## config.mk

```make
export PLATFORM = sky130hd
export DESIGN_NAME = ccip_avmm_mmio_rsp_gen
export DESIGN_NICKNAME = d
export VERILOG_FILES = /design/src/rtl/ccip_avmm_mmio_rsp_gen.sv
export SDC_FILE = /design/constraint.sdc
export NUM_CORES = 1
export LEC_CHECK = 0
export ABC_AREA = 1
export BUFFER_PORTS_ARGS = -buffer_cell sky130_fd_sc_hd__buf_2
export CAP_MARGIN = 5
export CORE_AREA = 2 2 248 250
export CTS_CLUSTER_SIZE = 28
export DETAILED_ROUTE_END_ITERATION = 8
export DIE_AREA = 0 0 250 252
export PLACE_DENSITY = 0.69
export SLEW_MARGIN = 20
export SYNTH_ARGS = -nofsm -noshare
export SYNTH_HDL_FRONTEND = slang
export SYNTH_SLANG_ARGS = --single-unit
```

## constraint.sdc

```tcl
create_clock -name clk -period 3.9 [get_ports clk]
set_clock_uncertainty 0.1 [all_clocks]
set_input_delay 0 -clock clk [delete_from_list [all_inputs] [get_ports clk]]
set_output_delay 0 -clock clk [all_outputs]
set_load 0.05 [all_outputs]
```

## src/rtl/ccip_avmm_mmio_rsp_gen.sv

```systemverilog
// MMIO read return path: tracks accepted reads in order and turns each Avalon
// readdatavalid beat into a single-cycle CCI-P C2 MMIO read response.
module ccip_avmm_mmio_rsp_gen #(
   parameter int MAX_OUTSTANDING = 64,
   parameter int TID_WIDTH       = 9,
   parameter int ADDR_WIDTH      = 18,
   parameter int DATA_WIDTH      = 64
) (
   input  logic                               clk,
   input  logic                               reset_n,
   input  logic                               cmd_valid,
   output logic                               cmd_ready,
   input  logic                               cmd_is_read,
   input  logic                               cmd_is_32bit,
   input  logic [ADDR_WIDTH-1:0]              cmd_addr,
   input  logic [TID_WIDTH-1:0]               cmd_tid,
   input  logic [DATA_WIDTH-1:0]              avm_readdata,
   input  logic                               avm_readdatavalid,
   output logic                               c2_rsp_valid,
   output logic [TID_WIDTH-1:0]               c2_rsp_tid,
   output logic [DATA_WIDTH-1:0]              c2_rsp_data,
   output logic [$clog2(MAX_OUTSTANDING):0]   outstanding,
   output logic                               err_unexpected_rsp
);

   localparam int PW = $clog2(MAX_OUTSTANDING);
   localparam int CW = PW + 1;
   localparam int EW = TID_WIDTH + 2;

   // A 32-bit read returns the addressed word replicated into both halves.
   function automatic logic [DATA_WIDTH-1:0] f_sel_data(
      input logic                  is32,
      input logic                  a2,
      input logic [DATA_WIDTH-1:0] d
   );
      if (!is32)
         f_sel_data = d;
      else if (a2)
         f_sel_data = {d[63:32], d[63:32]};
      else
         f_sel_data = {d[31:0], d[31:0]};
   endfunction

   logic [EW-1:0]         r_mem [MAX_OUTSTANDING];
   logic [PW-1:0]         r_wptr;
   logic [PW-1:0]         r_rptr;
   logic [CW-1:0]         r_cnt;
   logic                  r_cmd_ready;
   logic                  r_rsp_valid;
   logic [TID_WIDTH-1:0]  r_rsp_tid;
   logic [DATA_WIDTH-1:0] r_rsp_data;
   logic                  r_err;

   logic                  w_push;
   logic                  w_pop;
   logic                  w_unexp;
   logic [CW-1:0]         w_cnt_nxt;
   logic [EW-1:0]         w_entry;
   logic [EW-1:0]         w_head;
   logic                  w_unused;

   assign w_push    = cmd_valid && r_cmd_ready && cmd_is_read;
   assign w_pop     = avm_readdatavalid && (r_cnt != '0);
   assign w_unexp   = avm_readdatavalid && (r_cnt == '0);
   assign w_cnt_nxt = r_cnt + CW'(w_push) - CW'(w_pop);
   assign w_entry   = {cmd_tid, cmd_is_32bit, cmd_addr[2]};
   assign w_head    = r_mem[r_rptr];
   assign w_unused  = ^{cmd_addr[ADDR_WIDTH-1:3], cmd_addr[1:0]};

   always_ff @(posedge clk) begin
      if (w_push)
         r_mem[r_wptr] <= w_entry;
   end

   always_ff @(posedge clk or negedge reset_n) begin
      if (!reset_n) begin
         r_wptr      <= '0;
         r_rptr      <= '0;
         r_cnt       <= '0;
         r_cmd_ready <= 1'b0;
         r_rsp_valid <= 1'b0;
         r_rsp_tid   <= '0;
         r_rsp_data  <= '0;
         r_err       <= 1'b0;
      end else begin
         if (w_push)
            r_wptr <= r_wptr + PW'(1);
         if (w_pop)
            r_rptr <= r_rptr + PW'(1);
         r_cnt       <= w_cnt_nxt;
         // Ready is computed from the post-edge count so a pop at full frees a slot next cycle.
         r_cmd_ready <= (w_cnt_nxt < CW'(MAX_OUTSTANDING));
         r_rsp_valid <= w_pop;
         if (w_pop) begin
            r_rsp_tid  <= w_head[EW-1:2];
            r_rsp_data <= f_sel_data(w_head[1], w_head[0], avm_readdata);
         end
         if (w_unexp)
            r_err <= 1'b1;
      end
   end

   assign cmd_ready          = r_cmd_ready;
   assign c2_rsp_valid       = r_rsp_valid;
   assign c2_rsp_tid         = r_rsp_tid;
   assign c2_rsp_data        = r_rsp_data;
   assign outstanding        = r_cnt;
   assign err_unexpected_rsp = r_err;

endmodule

```

== Word-level counts from Yosys, hierarchy flattened ==
Memories as Yosys holds them, arrays and structs flattened.
Index checks and enable logic that the tools add are counted.
Widths: inputs -> output; s select.
Operators by class
  $add $sub $neg: 4
  $lt $le $gt $ge: 1
  multiplexer cells: 4
  reductions and logical operators: 6
Operators by type and width (number)
  $mux 64: 2
  $add 6x1->6 const B: 2
  $add 7x1->7: 1
  $logic_not 7->1: 1
  $lt 7x7->1 const B: 1
  $reduce_bool 7->1: 1
  $sub 7x1->7: 1
  $logic_and 1x1->1: 4
  $mux 1: 2
Storage, ports and cells
  register bits after elaboration: 95
  memory bits (writable): 704
  logic and storage cells: 24
  memories kept: 1
Memory list
  r_mem: depth 64, bits a word 11, rd ports 1, clocked after Yosys merged registers in 0, wr ports 1, RTL line 44  | logic [EW-1:0] r_mem [MAX_OUTSTANDING];

== Logic depth before layout (Yosys ltp) ==
  depth in word-level cells: 5
  depth in mapped cells: 18
  mapped depth without buffers: 16

== Worst setup path before layout ==
Ideal clock, no wire load.
  path kind: register -> register
  start: register r_cnt[2], in the netlist outstanding[2]
  end: register r_cnt[6], in the netlist outstanding[6]
  library setup time: 0.121 ns
  data arrival time: 3.393 ns
  data required time: 3.679 ns
  setup slack: 0.285 ns
  stages on the path, launching flop included: 19
  clock period less this slack: 3.615 ns
  cells stage by stage: dfrtp_1 -> inv_1 -> ha_1 -> nand4_1 -> nand2_1 -> inv_1 -> clkbuf_1 -> buf_1 -> ha_1 -> inv_1 -> ha_1 -> fa_1 -> a21oi_1 -> nor2_1 -> nor2_1 -> o21ai_0 -> a21o_1 -> xnor2_1 -> inv_1
Between the ends
  word-level cells in the longest chain between the ends: 3
  elaborated cells on any way between the ends: 4
Ends and longest elaborated chain
  start, declared: RTL line 47  | logic [CW-1:0] r_cnt;
  start signal, assigned: RTL line 90  | r_cnt <= w_cnt_nxt;
  $reduce_bool 7->1: RTL line 63  | assign w_pop = avm_readdatavalid && (r_cnt != '0);
  $logic_and 1x1->1: RTL line 63
  named net w_pop: RTL line 55  | logic w_pop;
  $sub 7x1->7: RTL line 65  | assign w_cnt_nxt = r_cnt + CW'(w_push) - CW'(w_pop);
  named net w_cnt_nxt[6]: RTL line 57  | logic [CW-1:0] w_cnt_nxt;
The timed path passes the listed nets, and every way through them passes these cells.
A chain may end at the register's enable or synchronous reset.

== Final worst setup path ==
  start: register r_rptr[0]
  end: register r_rsp_data[31], in the netlist c2_rsp_data[31]
Between the ends
  word-level cells in the longest chain between the ends: 3
Ends and longest elaborated chain
  start, declared: RTL line 46  | logic [PW-1:0] r_rptr;
  start signal, assigned: RTL line 89  | r_rptr <= r_rptr + PW'(1);
  $mem_v2 64x11 (*)
  $mux 64: RTL line 38  | else if (a2)
  $mux 64 (*): RTL line 36  | if (!is32)
  end signal, assigned: RTL line 96  | r_rsp_data <= f_sel_data(w_head[1], w_head[0], avm_readdata);
  end, declared: RTL line 51  | logic [DATA_WIDTH-1:0] r_rsp_data;
Mark *: on every way between the ends. The rest lies on a longest branch, timed or not.

==> reports/metrics.json <==
{
  "post_synth_inst_count": {"value": 2786},
  "tightest_slew": {"value": 914, "unit": "ps"},
  "min_period": {"value": 3770, "unit": "ps"},
  "worst_ep_arrival_time": {"value": 4220, "unit": "ps"},
  "synthesis.area": {"value": 0.0328, "unit": "mm2"},
  "comb_power_share": {"value": 0.402},
  "timing.critical_path.from_type": {"value": "register"},
  "worst_path_largest_cell_delay": {"value": 570, "unit": "ps"},
  "pin_count": {"value": 180},
  "detail_route.first_pass.iterations": {"value": 6},
  "fraction_of_layout_cells_with_a_size_suffix_above_1": {"value": 0.132},
  "critPathMaxFanout": {"value": 123},
  "power.density_cell_area": {"value": 789, "unit": "mW/mm2"},
  "cts_root_buffer": {"value": "clkbuf_16"},
  "grt_start_max_net_pins": {"value": 140},
  "ys_dominant_reg_cell": {"value": "edfxtp_1"},
  "cp-end-kind": {"value": "register"},
  "critical_path.top_delay_family": {"value": "buffers and inverters"},
  "track_usage": {"value": 0.273},
  "vias_in_the_first_global_route": {"value": 22600},
  "clock_power_share": {"value": 0.260},
  "routed-via-count": {"value": 23300},
  "totalWireLength": {"value": 87.1, "unit": "mm"},
  "layout_setup_ws": {"value": 127, "unit": "ps"},
  "report.final.setup_viol": {"value": 0},
  "clock_tree.htree_level_count": {"value": 3},
  "growth_of_design_area_from_synthesis_to_finish": {"value": 17.8, "unit": "%"},
  "worst_skew_pair.late_latency": {"value": 630, "unit": "ps"},
  "detailed_placement_wirelength_estimate": {"value": 49.3, "unit": "mm"},
  "final_common_cell": {"value": "edfxtp_1"},
  "finalHoldViolCount": {"value": 0},
  "ir_drop": {"value": 0.596, "unit": "mV"},
  "total_leakage_power": {"value": 14.1, "unit": "nW"},
  "core_region_area": {"value": 0.0601, "unit": "mm2"},
  "gp_congestion": {"value": 0.870},
  "buffer_ports.inserted": {"value": 162},
  "clock_sink_count": {"value": 799},
  "design.die.area": {"value": 0.0630, "unit": "mm2"},
  "synth.net_count": {"value": 2895},
  "status": {"value": "completed"},
  "tritoncts_clock_tree": {"value": "yes"},
  "rsz0062_at_grt": {"value": "false"},
  "drt_first_iter_violations": {"value": 2712},
  "critical_path_required": {"value": 4350, "unit": "ps"},
  "synthArstFlopShare": {"value": 0.119},
  "fin_crit_sh": {"value": 0.967},
  "tritoncts.num_buffers": {"value": 81},
  "seqPwrFrac": {"value": 0.338},
  "internal_power": {"value": 0.0181, "unit": "W"},
  "crit_type": {"value": "reg -> reg"},
  "ys_types": {"value": 28},
  "die_h": {"value": 252, "unit": "um"},
  "antenna_cells_inserted": {"value": 0},
  "final_nets": {"value": 3194},
  "synth_edf_count": {"value": 704},
  "drt-vias-per-instance": {"value": 5.92},
  "drc": {"value": 0},
  "clock_tree.buffer_depth": {"value": 3},
  "totalNegativeSetupSlack": {"value": 0, "unit": "ps"},
  "switching_share": {"value": 0.404},
  "maxCapViolCount": {"value": 0},
  "initial_core_util": {"value": 0.545},
  "clk_pin_slew_worst_paths": {"value": 60, "unit": "ps"},
  "ant_nets": {"value": 0},
  "row_count": {"value": 90},
  "worstPathBufferInverterCount": {"value": 4},
  "grt_antenna_before_repair": {"value": 0},
  "slew-limit-headroom": {"value": 0.391},
  "grt_overflow": {"value": 0},
  "postCtsSetupRepairBufs": {"value": 0},
  "post_drt_wl_per_cell": {"value": 22.2, "unit": "um"},
  "place_ws": {"value": 756, "unit": "ps"},
  "hold_path.class": {"value": "in -> reg"},
  "critical_path.cell_chain": {"value": "clkinv_8 -> buf_12 -> nand2_1 -> nand3_1 -> nand2_1 -> nand2_1 -> nand3_1 -> nand3_1 -> nand2_2 -> buf_6 -> a21oi_1 -> a21oi_1 -> dlygate4sd3_1"},
  "grt_first_pass_wirelength": {"value": 131, "unit": "mm"},
  "worst_path_max_delay_cell": {"value": "dlygate4sd3_1"},
  "final_cell_mix": {"value": "edfxtp_1, nor2_1, nand2_1"},
  "synth-seq-cells": {"value": 799},
  "synth.yosys.warnings": {"value": 0},
  "switching_power": {"value": 0.0123, "unit": "W"},
  "synthesis.area_per_instance": {"value": 11.8, "unit": "um2"},
  "synth_sequential_area_ratio": {"value": 0.718},
  "maxSlewViolCount": {"value": 0},
  "fmax": {"value": 265, "unit": "MHz"},
  "fp.dieW": {"value": 250, "unit": "um"}
}
[power groups by stage]
stage	logic, W	registers (W)	clock network [W]
floorplan	0.00671	0.0119	0
global placement	0.0113	0.0104	0
detailed placement	0.0116	0.0104	0
CTS	0.0121	0.0103	0.00803
global route	0.0132	0.0103	0.00834
finish	0.0122	0.0103	0.00792
[routing by layer]
| layer | GRT usage | wire (um) | vias to the layer above |
|---|---|---|---|
| met5 | 0 | 0 | - |
| met4 | 0.112 | 3540 | 0 |
| met3 | 0.0410 | 7050 | 183 |
| met2 | 0.462 | 43000 | 1191 |
| met1 | 0.358 | 33500 | 11400 |
| li1 | - | - | 10500 |
[sequential cells by signal (all words and copies together) (netlist names)]
name and flops:
cmd_ready 1, outstanding 7, r_wptr 6, c2_rsp_tid 9
r_rptr 6, err_unexpected_rsp 1, c2_rsp_data 64, c2_rsp_valid 1
r_mem 704
[metrics by stage]
| step | power [W] | utilization | instance area [um2] | cells | hold WS (ps) |
|---|---|---|---|---|---|
| after floorplan | 0.0186 | - | 32800 | 2786 | -396 |
| after global placement | 0.0217 | 0.577 | 34700 | 3671 | 18.4 |
| after detailed placement | 0.0220 | 0.577 | 34700 | 3671 | 38.7 |
| after CTS | 0.0304 | 0.641 | 38600 | 3930 | 26.8 |
| after global routing | 0.0319 | 0.642 | 38600 | 3930 | 70.6 |
| final | 0.0304 | 0.642 | 38600 | 3930 | 42.5 |
[what timing repair did]
action / 4_1_cts / 5_1_grt
hold buffers: 113 / 0
setup endpoints to repair: 0 / 32
hold endpoints to repair: 465 / 0
gates resized for setup: 0 / 5
[Yosys cell counts (all sizes together) (3+ instances only)]
cell	number	area, um2
dfrtp	95	2380
edfxtp	704	21100
a21oi	160	801
clkbuf	93	349
o211ai	58	435
o21ai	298	1490
buf	89	533
o221ai	14	123
nor2	496	1860
nand2	317	1190
nor3	3	15.0
ha	11	138
inv	118	443
xor2	13	114
nand4	19	119
o22ai	78	488
nand3	213	1080
[worst paths after layout]
| check | from | to | slack (ps) | depth (start not counted) |
|---|---|---|---|---|
| max | r_rptr[0] | c2_rsp_data[31] | 130 | 13 |
| min | cmd_is_read | r_wptr[4] | 40 | 5 |
| max reg2reg | r_rptr[0] | c2_rsp_data[31] | 130 | 13 |
| min reg2reg | c2_rsp_tid[0] | c2_rsp_tid[0] | 380 | 2 |
| max in group asynchronous | reset_n | r_rptr[0] | 2760 | 4 |
| min in group asynchronous | reset_n | c2_rsp_data[48] | 440 | 4 |
[worst register-to-register path, cell delays in order, from the launching register on]
cell,delay [ps]
dfrtp_4,500
clkinv_8,380
buf_12,500
nand2_1,90
nand3_1,70
nand2_1,80
nand2_1,50
nand3_1,110
nand3_1,200
nand2_2,190
buf_6,430
a21oi_1,190
a21oi_1,230
dlygate4sd3_1,570
[layout make-up]
type,instances,area [um2]
Sequential cell,799,23500
Fill cell,4460,21600
Multi-Input combinational cell,1686,7920
Timing Repair Buffer,398,2990
Clock buffer,106,2190
Tap cell,782,978
Clock inverter,40,512
Inverter,119,463
[cell families after synthesis]
| logic type | synth area share |
|---|---|
| flip-flops | 0.718 |
| AO/OA/AOI/OAI | 0.103 |
| buffers and inverters | 0.0406 |
| XOR/XNOR | 0.00401 |
| AND/OR/NAND/NOR | 0.130 |
| adder cells (fa/ha/maj) | 0.00481 |
Note: power is estimated with default switching activity, not from simulation.
